--- src/rtl/hop_chain_driver.sv ---
// hop_chain_driver: drives staged resets and a start pulse into a hop chain,
// then times the arrival of the chain output and keeps pass/fail statistics.
// Optional feature macro: HOP_DRV_AUTO_RESEQ_EN (re-run the reset release
// sequence after any failed launch).
module hop_chain_driver #(
  parameter int RELEASE_GAP = 4,
  parameter int EXP_LAT     = 5,
  parameter int TIMEOUT     = 16,
  parameter int CNT_W       = 8
) (
  input  logic             clock0,
  input  logic             rst0,
  input  logic             go,
  input  logic             ff5_in,
  output logic [3:0]       hop_rst,
  output logic             start,
  output logic             busy,
  output logic [4:0]       lat,
  output logic [CNT_W-1:0] pass_cnt,
  output logic [CNT_W-1:0] fail_cnt,
  output logic             err
);

  typedef enum logic [2:0] {
    S_HOLD, S_RELEASE, S_SETTLE, S_IDLE, S_LAUNCH, S_WAIT, S_DRAIN
  } state_t;

  localparam logic [4:0] GAP_TC    = 5'(RELEASE_GAP - 1);
  localparam logic [4:0] SETTLE_TC = 5'(EXP_LAT - 1);
  localparam logic [4:0] TO_TC     = 5'(TIMEOUT);
  localparam logic [4:0] EXP_V     = 5'(EXP_LAT);
  localparam logic [4:0] MISS_LAT  = 5'(TIMEOUT + 1);

  state_t     r_state, w_next;
  // One counter serves as release gap, settle and latency timer; the states
  // using it never overlap.
  logic [4:0] r_cnt;
  logic       r_early;   // early-fault already counted for this settle window
  logic       w_pass, w_fail, w_lat_ld;
  logic [4:0] w_lat_val;
`ifdef HOP_DRV_AUTO_RESEQ_EN
  logic       r_refail;  // last launch failed: re-sequence resets after drain
`endif

  // State register
  always_ff @(posedge clock0 or posedge rst0) begin
    if (rst0) r_state <= S_HOLD;
    else      r_state <= w_next;
  end

  // Next-state and per-launch verdict
  always_comb begin
    w_next    = r_state;
    w_pass    = 1'b0;
    w_fail    = 1'b0;
    w_lat_ld  = 1'b0;
    w_lat_val = '0;
    case (r_state)
      S_HOLD:    w_next = S_RELEASE;
      S_RELEASE: if (r_cnt == GAP_TC && hop_rst == 4'b1000) w_next = S_SETTLE;
      S_SETTLE: begin
        if (ff5_in) w_fail = !r_early;
        else if (r_cnt == SETTLE_TC) w_next = S_IDLE;
      end
      S_IDLE:    if (go) w_next = S_LAUNCH;
      S_LAUNCH:  w_next = S_WAIT;
      S_WAIT: begin
        if (ff5_in) begin
          w_lat_ld  = 1'b1;
          w_lat_val = r_cnt + 5'd1;
          w_pass    = (w_lat_val == EXP_V);
          w_fail    = !w_pass;
          w_next    = S_DRAIN;
        end else if (r_cnt == TO_TC) begin
          w_lat_ld  = 1'b1;
          w_lat_val = MISS_LAT;
          w_fail    = 1'b1;
          w_next    = S_DRAIN;
        end
      end
      S_DRAIN: begin
        if (!ff5_in) begin
`ifdef HOP_DRV_AUTO_RESEQ_EN
          w_next = r_refail ? S_HOLD : S_IDLE;
`else
          w_next = S_IDLE;
`endif
        end
      end
      default:   w_next = S_HOLD;
    endcase
  end

  // Registered outputs, timer and statistics
  always_ff @(posedge clock0 or posedge rst0) begin
    if (rst0) begin
      hop_rst  <= 4'b1111;
      start    <= 1'b0;
      busy     <= 1'b1;
      lat      <= '0;
      pass_cnt <= '0;
      fail_cnt <= '0;
      err      <= 1'b0;
      r_cnt    <= '0;
      r_early  <= 1'b0;
`ifdef HOP_DRV_AUTO_RESEQ_EN
      r_refail <= 1'b0;
`endif
    end else begin
      start <= (w_next == S_LAUNCH);
      busy  <= (w_next != S_IDLE);
      case (r_state)
        S_HOLD: begin
          r_cnt   <= '0;
          r_early <= 1'b0;
        end
        S_RELEASE: begin
          if (r_cnt == GAP_TC) begin
            r_cnt   <= '0;
            hop_rst <= hop_rst & (hop_rst - 4'd1);  // drop lowest set bit
          end else begin
            r_cnt <= r_cnt + 5'd1;
          end
        end
        S_SETTLE: begin
          if (r_cnt != SETTLE_TC) r_cnt <= r_cnt + 5'd1;
          if (ff5_in) r_early <= 1'b1;
        end
        S_LAUNCH, S_WAIT: r_cnt <= r_cnt + 5'd1;
        default: r_cnt <= '0;
      endcase
      if (w_lat_ld) lat <= w_lat_val;
      if (w_pass && pass_cnt != '1) pass_cnt <= pass_cnt + 1'b1;
      if (w_fail && fail_cnt != '1) fail_cnt <= fail_cnt + 1'b1;
      if (w_fail) err <= 1'b1;
`ifdef HOP_DRV_AUTO_RESEQ_EN
      if (r_state == S_WAIT && w_fail) r_refail <= 1'b1;
      if (r_state == S_DRAIN && w_next == S_HOLD) begin
        r_refail <= 1'b0;
        hop_rst  <= 4'b1111;
      end
`endif
    end
  end

endmodule

--- config.mk ---
export PLATFORM = sky130hd
export DESIGN_NAME = hop_chain_driver
export DESIGN_NICKNAME = d
export VERILOG_FILES = /design/src/rtl/hop_chain_driver.sv
export SDC_FILE = /design/constraint.sdc
export NUM_CORES = 1
export LEC_CHECK = 0
export BUFFER_PORTS_ARGS = -buffer_cell sky130_fd_sc_hd__buf_2
export CAP_MARGIN = 20
export CORE_UTILIZATION = 51
export CTS_CLUSTER_SIZE = 28
export DETAILED_ROUTE_END_ITERATION = 10
export PLACE_DENSITY = 0.7
export SKIP_LAST_GASP = 1
export SYNTH_ARGS = -nofsm -noshare
export SYNTH_HDL_FRONTEND = slang
export SYNTH_SLANG_ARGS = --single-unit
--- constraint.sdc ---
create_clock -name clock0 -period 3.25 [get_ports clock0]
set_clock_uncertainty 0.15 [all_clocks]
set_input_delay 0.325 -clock clock0 [delete_from_list [all_inputs] [get_ports clock0]]
set_output_delay 0.325 -clock clock0 [all_outputs]
set_load 0.01 [all_outputs]
==> summary.md, run 1 <==
| Metric | Value |
|---|---|
| Status | `completed` |
| Data arrival, critical path | `2.44 ns` |
| Pleak | `1.08 nW` |
| Die Width | `62.8 um` |
| Clock Tree Buf Depth | `2` |
| Slew Viols, Final | `0` |
| Post-Layout Cell Count | `253` |
| DR WL met2 | `1.74 mm` |
| Via density | `5.55` |
| Crit path kind | `reg -> reg` |
| Max-cap violations | `0` |
| Share of cells above drive strength 1 | `30.4%` |
| Seq cells post-synth | `37` |
| Number of iterations in the first detailed-routing pass | `4` |
| Clock Pin Slew Worst Setup and Hold Paths | `0.07 ns` |
| Max-slew headroom at the worst pin | `70.3%` |
| Ys flop type | `dfrtp_1` |
| Die area | `0.00395 mm^2` |
| Tot Pwr | `1.65 mW` |
| Final wirelength | `3.52 mm` |
| Hold crit path type | `in -> reg` |
| Ys async rst share | `100%` |
| PortBufs | `31` |
| Reg area | `932 um^2` |
| Mapped Cells | `171` |
| Worst r2r path cells | `7` |
| Core Footprint | `0.00344 mm^2` |
| RR Endpoint | `fail_cnt[4]` |
| CTS Root Cell | `clkbuf_8` |
| Die H | `62.8 um` |
| Initial antenna violation count | `0` |
| Worst Path Required | `3.27 ns` |
| WHS Endpoint | `busy` |
| F_max | `413 MHz` |
| DRT met1 WL | `1.61 mm` |
| TritonCTS clock tree | `yes` |
| DP HPWL | `2.57 mm` |
| Wire per inst | `13.9 um` |
| Reg-to-Reg Start | `r_cnt[0]` |
| Worst Max-Slew Pin Slew | `0.440 ns` |
| Clock period minus worst slack | `2.42 ns` |
| Placed Cells | `244` |
| Vias in the first global route | `1383` |
| TritonCTS Buffers | `5` |
| Top sig layer | `met4` |
| Register area share after synthesis | `49.4%` |
| # resized after CTS | `0` |
| Post-synth EDFFs | `0` |
| Standard-cell rows | `21` |
| Fin Hold WS | `0.231 ns` |
| Crit-path max FO | `8` |
| Met3 Routed Length | `157 um` |
| Largest net degree at the start of global routing | `38` |
| Gr ovfl total | `0` |
| Placer Congestion | `0.837` |
| Share of the cycle needed by the critical path after routing | `74.4%` |
| Routed vias | `1404` |
| H-tree levels | `2` |
| Clock sink total | `37` |
| Nets | `214` |
| Mean Syn Cell Area | `11.0 um^2` |
| DR DRC count | `0` |
| Worst Hold Path Cells | `3` |
| Maximum VDD drop | `0.425 mV` |
| Worst skew pair latency | `0.28 ns` |
| Distinct cells, synth | `56` |
| Initial drt markers | `109` |
| CP Launch Type | `flop` |
| IO Pins | `32` |
| Global-route wire length before repair | `6.04 mm` |
| Flop2flop setup slack | `0.83 ns` |
| Global Route Usage Sum | `20.0%` |
| Syn_nets | `179` |
| Initial Util | `54.9%` |
| Power Dens Cells | `745 mW/mm^2` |
| Final Hold Viols | `0` |
| Hold_sp | `go` |
| Critical Path End Type | `flop` |
| Final Setup Violations | `0` |
| Multi-input gate area | `908 um^2` |
| Ys Warns | `0` |
| Setup TNS | `0 ns` |
| Ant. Diodes | `0` |
| Post-Syn Area | `0.00189 mm^2` |
| Area Growth Syn to Fin | `17.0%` |
| RSZ-0062 raised after global routing | `false` |
| Fill count | `293` |
| Remaining antenna violation count | `0` |
## cell type report
cell class / count / share of cell area [%]
Sequential cell: 37 / 42.2
Multi-Input combinational cell: 123 / 41.1
Timing Repair Buffer: 33 / 7.81
Clock buffer: 7 / 3.91
Tap cell: 46 / 2.60
Clock inverter: 1 / 1.36
Inverter: 6 / 1.02
## what timing repair did
| item | 4_1_cts | 5_1_grt |
|---|---|---|
| buffers inserted | 0 | 0 |
| endpoints found under the hold margin | 3 | 0 |
| hold buffers | 1 | 0 |
## critical path, cell delays in order (launching register included)
cell and delay (ns):
dfrtp_1 0.45, inv_1 0.10, ha_1 0.28, and4bb_2 0.27, o21ai_2 0.36, a31oi_4 0.11
o2111ai_1 0.24, mux2_1 0.34
## flip-flops by register name (all words and copies together), names as in the netlist
name,count
pass_cnt,8
lat,5
hop_rst,4
fail_cnt,8
err,1
start,1
r_state,3
r_cnt,5
busy,1
r_early,1
## cells by family after synthesis
family                     synth area share (%)
and+or+nand+nor                            20.7
DFF                                        49.4
muxes                                      5.43
adders and majority gates                  2.65
xor gates and xnor gates                   5.57
AOI/OAI and AO/OA                          13.8
buffers and inverters                      2.52
## power by group
part           internal (mW)  switching (mW)
sequential             0.572           0.152
combinational          0.245           0.277
clock                  0.250           0.151
## per-layer routing
layer | global-route usage, % | vias to the layer above
li1 | - | 687
met1 | 23.7 | 679
met2 | 33.7 | 35
met3 | 5.11 | 3
met4 | 9.59 | 0
met5 | 0 | -
## synth_stat cells (3+ instances only)
master | count | area, um^2
xnor2_1 | 5 | 43.8
ha_1 | 4 | 50.1
xor2_1 | 7 | 61.3
nor2_1 | 9 | 33.8
inv_1 | 6 | 22.5
o21ai_1 | 3 | 15.0
nand3_1 | 5 | 25.0
o21ai_0 | 6 | 30.0
nand2_1 | 16 | 60.1
and3_1 | 4 | 25.0
a21oi_1 | 3 | 15.0
nor3_1 | 7 | 35.0
dfrtp_1 | 32 | 801
dfstp_2 | 5 | 131
mux2_1 | 6 | 67.6
nand2b_1 | 4 | 25.0
## worst max path at each step
stage                  start     endpoint  slack [ns]
CTS                 r_cnt[0]  fail_cnt[4]        0.83
finish              r_cnt[0]  fail_cnt[4]        0.83
global route        r_cnt[0]  fail_cnt[4]        0.68
floorplan           r_cnt[0]  fail_cnt[4]        1.08
global placement    r_cnt[0]  fail_cnt[4]        0.94
detailed placement  r_cnt[0]  fail_cnt[4]        0.85
## cells in the final DEF (no fill, tap or decap), types with 2 or more instances in the layout
cell	n
ha_1	4
nand2_1	16
nor3_1	7
nand2b_1	4
o21ai_1	3
o21bai_1	2
nand3b_1	2
a21oi_1	3
dfrtp_1	32
o2111ai_1	2
and4bb_2	2
o21ai_2	2
o21a_1	2
inv_1	6
o211ai_1	2
dfstp_2	5
clkbuf_8	6
buf_2	31
o21ai_0	6
and3_1	4
nand3_1	5
nor2_1	9
xnor2_1	5
mux2_1	6
xor2_1	7
## metrics by stage
stage	cell area [um^2]	setup slack [ns]	util [%]
6_report	2210	0.831	64.2
5_1_grt	2210	0.680	64.2
4_1_cts	2210	0.833	64.2
3_5_place_dp	2080	0.846	60.5
3_3_place_gp	2080	0.941	60.5
2_1_floorplan	1890	1.08	-
Note: power is estimated with default switching activity, not from simulation.
==> run 2: changes to the inputs <==
Settings changed: ABC_AREA set to 1, CORE_UTILIZATION 51 to 50, PLACE_DENSITY 0.7 to 0.72.
Clock period 3.25 ns to 2.2 ns, I/O delays scaled along.
==> run 2 against run 1 <==
Sequential cell count did not move. Count of clock-buffer cells in the layout unchanged. Clock power up 51%. Sequential share of layout area fell by 2.3 points. Synthesized cell count is 36% higher. Maximum frequency up 35%. Total power decreased by 20%. Critical path type unchanged. Largest cell class unchanged.
==> summary.md, run 2 <==
| Metric | Value |
|---|---|
| Core Footprint | `0.00377 mm^2 (+9.6%)` |
| Final Setup Violations | `0 (unchanged)` |
| Top cells by count, synth | `nand2_1, dfrtp_1, inv_1` |
| Largest family of logic cells by synthesized area | `simple AND/OR/NAND/NOR gates` |
| DP HPWL | `2.64 mm (+2.6%)` |
| CTS Root Cell | `clkbuf_8` |
| Number of iterations in the first detailed-routing pass | `4 (unchanged)` |
| Syn_nets | `240 (+34%)` |
| Gr ovfl total | `0 (unchanged)` |
| Power Dens Cells | `566 mW/mm^2 (-24%)` |
| Post-synth EDFFs | `0 (unchanged)` |
| Commonest non-fill, non-tap cell in the layout | `nand2_1` |
| Mapped Cells | `232 (+36%)` |
| Share of the cycle needed by the critical path after routing | `81.7% (+7.2 points)` |
| Max-cap violations | `0 (unchanged)` |
| Top flop regs | `fail_cnt (8), pass_cnt (8)` |
| TritonCTS clock tree | `yes` |
| Post-Synth Simple-Gate Area | `28.9% (+8.2 points)` |
| Register area share after synthesis | `46.1% (-3.2 points)` |
| Nets | `277 (+29%)` |
| Worst Path Required | `2.23 ns (-1.04 ns)` |
| Critical Path End Type | `flop` |
| Setup Fix Bufs, Post-CTS | `0 (unchanged)` |
| Wire per inst | `11.3 um (-19%)` |
| Clock Pin Slew Worst Setup and Hold Paths | `0.07 ns (about the same)` |
| Hold crit path type | `in -> reg` |
| DP Worst Slack | `0.408 ns (-0.438 ns)` |
| Sequential power share | `51.8% (+7.8 points)` |
| Synth area leaders | `dfrtp_1, nand2_1, dfstp_2` |
| Die Width | `65.6 um (+4.3%)` |
| Ant. Diodes | `0 (unchanged)` |
| Final wirelength | `3.59 mm (+2.0%)` |
| Initial Util | `53.6% (-1.3 points)` |
| RSZ-0062 raised after global routing | `false` |
| Worst Hold Path Cells | `3 (unchanged)` |
| Post-Syn Area | `0.00202 mm^2 (+7.0%)` |
| Fin Hold WS | `0.0934 ns (-0.137 ns)` |
| Switching Share | `19.5% (-16 points)` |
| Initial antenna violation count | `0 (unchanged)` |
| Max-slew headroom at the worst pin | `70.3% (about the same)` |
| Largest area contributor in the netlist | `dfrtp_1` |
| Most frequent cells in the layout | `nand2_1, dfrtp_1, buf_2, inv_1, nand3_1` |
| IO Pins | `32 (unchanged)` |
| Worst skew pair latency | `0.28 ns (about the same)` |
| Worst Max-Slew Pin Slew | `0.446 ns (+0.00609 ns)` |
| Most common cell in the netlist | `nand2_1` |
| XOR/XNOR share of the synthesized area | `5.20% (-0.37 points)` |
| Ys flop type | `dfrtp_1` |
| Status | `completed` |
| Clock group share of total power | `45.7% (+21 points)` |
| Compound-Gate Fraction of Synth Area | `8.85% (-4.9 points)` |
| Initial drt markers | `87 (-20%)` |
| Die area | `0.00430 mm^2 (+8.9%)` |
| Vias in the first global route | `1436 (+3.8%)` |
| Seq cells post-synth | `37 (unchanged)` |
| Share of cells above drive strength 1 | `26.7% (-3.8 points)` |
| PortBufs | `31 (unchanged)` |
| Data arrival, critical path | `1.82 ns (-0.62 ns)` |
| Net switching power | `0.257 mW (-56%)` |
| Die H | `65.6 um (+4.3%)` |
| Adder-cell share of the synthesized area | `2.48% (-0.17 points)` |
| CP Launch Type | `flop` |
| Combinational share of power | `2.5% (-29 points)` |
| Mean Syn Cell Area | `8.71 um^2 (-21%)` |
| F_max | `557 MHz (+35%)` |
| Clock Tree Buf Depth | `2 (unchanged)` |
| Clock sink total | `37 (unchanged)` |
| Share of the synthesized area in the top cell type | `39.6% (-2.8 points)` |
| Slew Viols, Final | `0 (unchanged)` |
| Largest net degree at the start of global routing | `38 (unchanged)` |
| Crit path kind | `reg -> reg` |
| Mux contribution to synthesized area | `0% (-5.4 points)` |
| Routed vias | `1575 (+12%)` |
| Placement-stage cell area | `0.00221 mm^2 (+6.1%)` |
| Ys async rst share | `100% (unchanged)` |
| Int Power | `1.06 mW (-0.24%)` |
| Global-route wire length before repair | `6.28 mm (+4.0%)` |
| Area Growth Syn to Fin | `15.6%` |
| Final Hold Viols | `0 (unchanged)` |
| Clock period minus worst slack | `1.80 ns (-0.623 ns)` |
| Ys Warns | `0 (unchanged)` |
| Standard-cell rows | `22 (+4.8%)` |
| Via density | `4.95 (-11%)` |
| Crit-path max FO | `12 (+4)` |
| Worst r2r path cells | `10 (+3)` |
| Remaining antenna violation count | `0 (unchanged)` |
| TritonCTS Buffers | `5 (unchanged)` |
| Placer Congestion | `0.886 (+5.8%)` |
| H-tree levels | `2 (unchanged)` |
| Setup TNS | `0 ns (unchanged)` |
| Global Route Usage Sum | `19.4% (-0.65 points)` |
| DR DRC count | `0 (unchanged)` |
| Distinct cells, synth | `35 (-38%)` |
| Final Cell Area | `0.00234 mm^2 (+5.7%)` |
| Pleak | `1.19 nW (+11%)` |
| Fin worst setup slack | `0.404 ns (-0.427 ns)` |
| Maximum VDD drop | `0.452 mV (+6.1%)` |
[run 2: cell types whose count changed in the layout (fill, tap and decap cells not counted), moves of 4 or more]
cell      delta
inv_1       +23
nor3_1       -4
nand2b_1     -4
nand2_2      +5
nor2_1       +4
and3_1       -4
nand3_1     +20
mux2_1       -6
nand2_1     +35
o21ai_2      +4
nand4_1      +5
[run 2: final cells by class]
type	instances	area, um^2
timing repair buffer	33	173
clock inverter	1	30.0
multi-input combinational	160	918
sequential	37	932
fill	329	1440
clock buffer	7	86.3
tap	48	60.1
inverter	32	136
[run 2: per-stage QoR]
step	instances	power, mW	util (%)
after CTS	318	1.35	61.9
after detailed placement	309	0.731	58.6
after floorplan	232	0.718	-
final	318	1.32	61.9
after global routing	318	1.37	61.9
after global placement	309	0.730	58.6
[run 2: cells by family after synthesis]
| family | after synthesis |
|---|---|
| simple gates | 116 |
| flops | 37 |
| buf+inv | 35 |
| compound gates | 28 |
| xor+xnor | 12 |
| fa+ha+maj | 4 |
[run 2: worst paths after layout]
| kind | slack (ns) | endpoint | start |
|---|---|---|---|
| hold / removal | 0.09 | r_state[2] | go |
| hold reg to reg | 0.32 | err | err |
| max in group asynchronous | 1.12 | hop_rst[0] | rst0 |
| setup reg to reg | 0.40 | pass_cnt[6] | r_cnt[0] |
| setup / recovery | 0.40 | pass_cnt[6] | r_cnt[0] |
| min in group asynchronous | 0.43 | fail_cnt[3] | rst0 |
[run 2: power by group through the flow]
stage | Sequential (mW) | Combinational (mW) | Clock [mW]
floorplan | 0.699 | 0.0196 | 0
global placement | 0.697 | 0.0335 | 0
detailed placement | 0.697 | 0.0336 | 0
CTS | 0.684 | 0.0347 | 0.627
global route | 0.684 | 0.0388 | 0.647
finish | 0.684 | 0.0333 | 0.604
[run 2: worst max-delay path: stages (launching register included)]
cell and delay (ns):
dfrtp_1 0.41, ha_1 0.25, nand3_1 0.11, nand2_2 0.09, nand2_2 0.07, nor2_4 0.12
nand2_4 0.07, inv_4 0.07, nand3_4 0.16, nand2_1 0.13, o21ai_2 0.05
[run 2: timing repair]
item,in CTS,in global routing
hold buffers,1,0
endpoints found under the setup margin,0,0
gates resized for setup,0,0
endpoints found under the hold margin,32,0
[run 2: per-layer routing]
layer | vias up | wire [um] | GRT usage (%)
li1 | 819 | - | -
met1 | 720 | 1690 | 23.6
met2 | 32 | 1710 | 33.1
met3 | 4 | 153 | 5.21
met4 | 0 | 43 | 5.71
met5 | - | 0 | 0
==> run 3: changes to the inputs <==
Settings changed: ABC_AREA 1 to 0, CORE_UTILIZATION 50 to 51, PLACE_DENSITY 0.72 to 0.7.
Clock period 2.2 ns to 1.7 ns, I/O delays scaled along.
==> run 3 against run 2 <==
The flow now finishes with violations (setup timing). Final area is 14% higher. Via count is 0.83% higher. Combinational power grew to 54 times the previous value. Sequential power is 89% higher.
==> summary.md, run 3 (synthesis gave the netlist of run 1 again) <==
| Metric | Value |
|---|---|
| Status | `finished, violations left` |
| Violated checks | `setup timing` |
| Combinational share of power | `49.2% (+47 points)` |
| Clock period minus worst slack | `2.09 ns (+0.293 ns)` |
| Net switching power | `1.33 mW (+420%)` |
| Fin util | `77.3% (+15 points)` |
| Area Growth Syn to Fin | `41.0%` |
| Switching Share | `36.1% (+17 points)` |
| Initial antenna violation count | `0 (unchanged)` |
| Critical path's largest stage delay | `0.43 ns (+0.02 ns)` |
| Global Route Usage Sum | `23.5% (+4.2 points)` |
| Max-slew headroom at the worst pin | `68.8% (-1.4 points)` |
| Final Setup Violations | `29 (+29)` |
| Standard-cell rows | `21 (-4.5%)` |
| Share of the cycle needed by the critical path after routing | `123% (+41 points)` |
| Hold crit path type | `in -> reg` |
| Fin Hold WS | `0.0723 ns (-0.0211 ns)` |
| IO Pins | `32 (unchanged)` |
| Largest net degree at the start of global routing | `38 (unchanged)` |
| Maximum VDD drop | `1.15 mV (+150%)` |
| Die H | `62.8 um (-4.2%)` |
| Nets | `257 (-7.2%)` |
| Clock Tree Buf Depth | `2 (unchanged)` |
| Initial Util | `54.9% (+1.3 points)` |
| Post-Layout Cell Count | `296 (-6.9%)` |
| Placer Congestion | `0.867 (-2.1%)` |
| Final Hold Viols | `0 (unchanged)` |
| DR DRC count | `0 (unchanged)` |
| CTS Root Cell | `clkbuf_8` |
| Clock Pin Slew Worst Setup and Hold Paths | `0.07 ns (about the same)` |
| Slowest cell on the critical path | `dfrtp_2` |
| Placed Cells | `284 (-8.1%)` |
| Setup TNS | `-7.12 ns (-7.12 ns)` |
| Data arrival, critical path | `2.11 ns (+0.29 ns)` |
| Placement-stage cell area | `0.00246 mm^2 (+11%)` |
| Routed vias | `1588 (+0.83%)` |
| Die area | `0.00395 mm^2 (-8.1%)` |
| Most frequent cells in the layout | `buf_4, buf_2, dfrtp_1, nand2_1, xor2_1` |
| TritonCTS Buffers | `5 (unchanged)` |
| Clock group share of total power | `15.6% (-30 points)` |
| H-tree levels | `2 (unchanged)` |
| Tot Pwr | `3.67 mW (+180%)` |
| Number of iterations in the first detailed-routing pass | `4 (unchanged)` |
| RSZ-0062 raised after global routing | `true` |
| Commonest non-fill, non-tap cell in the layout | `buf_4` |
| Share of cells above drive strength 1 | `51.2% (+25 points)` |
| Wire per inst | `14.1 um (+25%)` |
| Initial drt markers | `55 (-37%)` |
| Via density | `5.36 (+8.3%)` |
| Fill count | `236 (-28%)` |
| Slew Viols, Final | `0 (unchanged)` |
| Ant. Diodes | `0 (unchanged)` |
| Critical Path End Type | `flop` |
| Clock sink total | `37 (unchanged)` |
| Worst skew pair latency | `0.28 ns (about the same)` |
| Top flop regs | `fail_cnt (8), pass_cnt (8)` |
| Fin worst setup slack | `-0.389 ns (-0.793 ns)` |
| Sequential power share | `35.2% (-17 points)` |
| Crit path kind | `reg -> reg` |
| CP Launch Type | `flop` |
| Gr ovfl total | `0 (unchanged)` |
| Crit path cell chain | `ha_4 > and3_4 > mux2i_4 > a31oi_4 > o2111ai_2 > mux2_1` |
| DP HPWL | `2.99 mm (+13%)` |
| TritonCTS clock tree | `yes` |
| Worst Path Required | `1.72 ns (-0.51 ns)` |
| Die Width | `62.8 um (-4.2%)` |
| Worst Max-Slew Pin Slew | `0.467 ns (+0.0216 ns)` |
| CP bufs+invs | `0 (-1)` |
| Remaining antenna violation count | `0 (unchanged)` |
| Final Cell Area | `0.00266 mm^2 (+14%)` |
| F_max | `479 MHz (-14%)` |
| Final wirelength | `4.18 mm (+16%)` |
| Global-route wire length before repair | `7.23 mm (+15%)` |
| Core Footprint | `0.00344 mm^2 (-8.7%)` |
| Vias in the first global route | `1628 (+13%)` |
| Crit-path max FO | `7 (-5)` |
| DP Worst Slack | `-0.378 ns (-0.786 ns)` |
| Pleak | `1.30 nW (+9.6%)` |
| PortBufs | `31 (unchanged)` |
| Int Power | `2.35 mW (+120%)` |
| Family with the most delay on the worst path | `multiplexers` |
| Max-cap violations | `0 (unchanged)` |
| Power Dens Cells | `1380 mW/mm^2 (+140%)` |
-- run 3: changes by cell type in the layout (fill, tap and decap cells not counted), moves of 5 or more --
cell / before / now
buf_4: 1 / 40
inv_1: 29 / 4
nand2_2: 5 / 0
nor2_1: 13 / 5
mux2_1: 0 / 6
nand4_1: 5 / 0
nand3_1: 25 / 4
nand2_1: 51 / 16
-- run 3: layout make-up --
type	instances	area (um^2)	share of cell area, %
multi-input cells	123	1060	39.7
flip-flops and latches	37	935	35.1
well taps	46	57.6	2.16
inverters	6	22.5	0.846
clock buffers	8	80.1	3.01
repair buffers	76	510	19.2
-- run 3: power groups by stage --
stage | Sequential, mW | Clock (mW) | Combinational (mW)
after floorplan | 1.37 | 0 | 0.809
after CTS | 1.29 | 0.590 | 1.73
after global placement | 1.28 | 0 | 1.60
final | 1.29 | 0.574 | 1.81
after global routing | 1.32 | 0.624 | 1.99
after detailed placement | 1.31 | 0 | 1.63
-- run 3: final timing paths --
path                            start          end  slack [ns]  depth (start not counted)
max                          r_cnt[1]  fail_cnt[4]       -0.39                          6
min                                go         busy        0.07                          3
max reg2reg                  r_cnt[1]  fail_cnt[4]       -0.39                          6
min reg2reg                hop_rst[3]   hop_rst[3]        0.32                          1
max in group asynchronous        rst0   hop_rst[1]        0.65                          4
min in group asynchronous        rst0          err        0.40                          4
-- run 3: layer usage --
metal | part of all wire, % | wire (um) | global-route usage, % | vias to the layer above
met3 | 2.8 | 117 | 4.20 | 8
met1 | 46 | 1920 | 28.7 | 780
li1 | - | - | - | 769
met4 | 1.5 | 63 | 8.72 | 0
met2 | 50 | 2080 | 41.3 | 31
met5 | 0 | 0 | 0 | -
-- run 3: worst reg2reg max path, stage by stage, from the launching register on --
cell,delay [ns]
dfrtp_2,0.43
ha_4,0.16
and3_4,0.20
mux2i_4,0.31
a31oi_4,0.18
o2111ai_2,0.21
mux2_1,0.34
-- run 3: timing repair --
action                                  in CTS  in global routing
buffers inserted                             2                  1
resized for setup                           11                 10
endpoints found under the hold margin       32                  0
endpoints found under the setup margin      29                 31
hold buffers                                 1                  0
pin swaps                                    7                  7
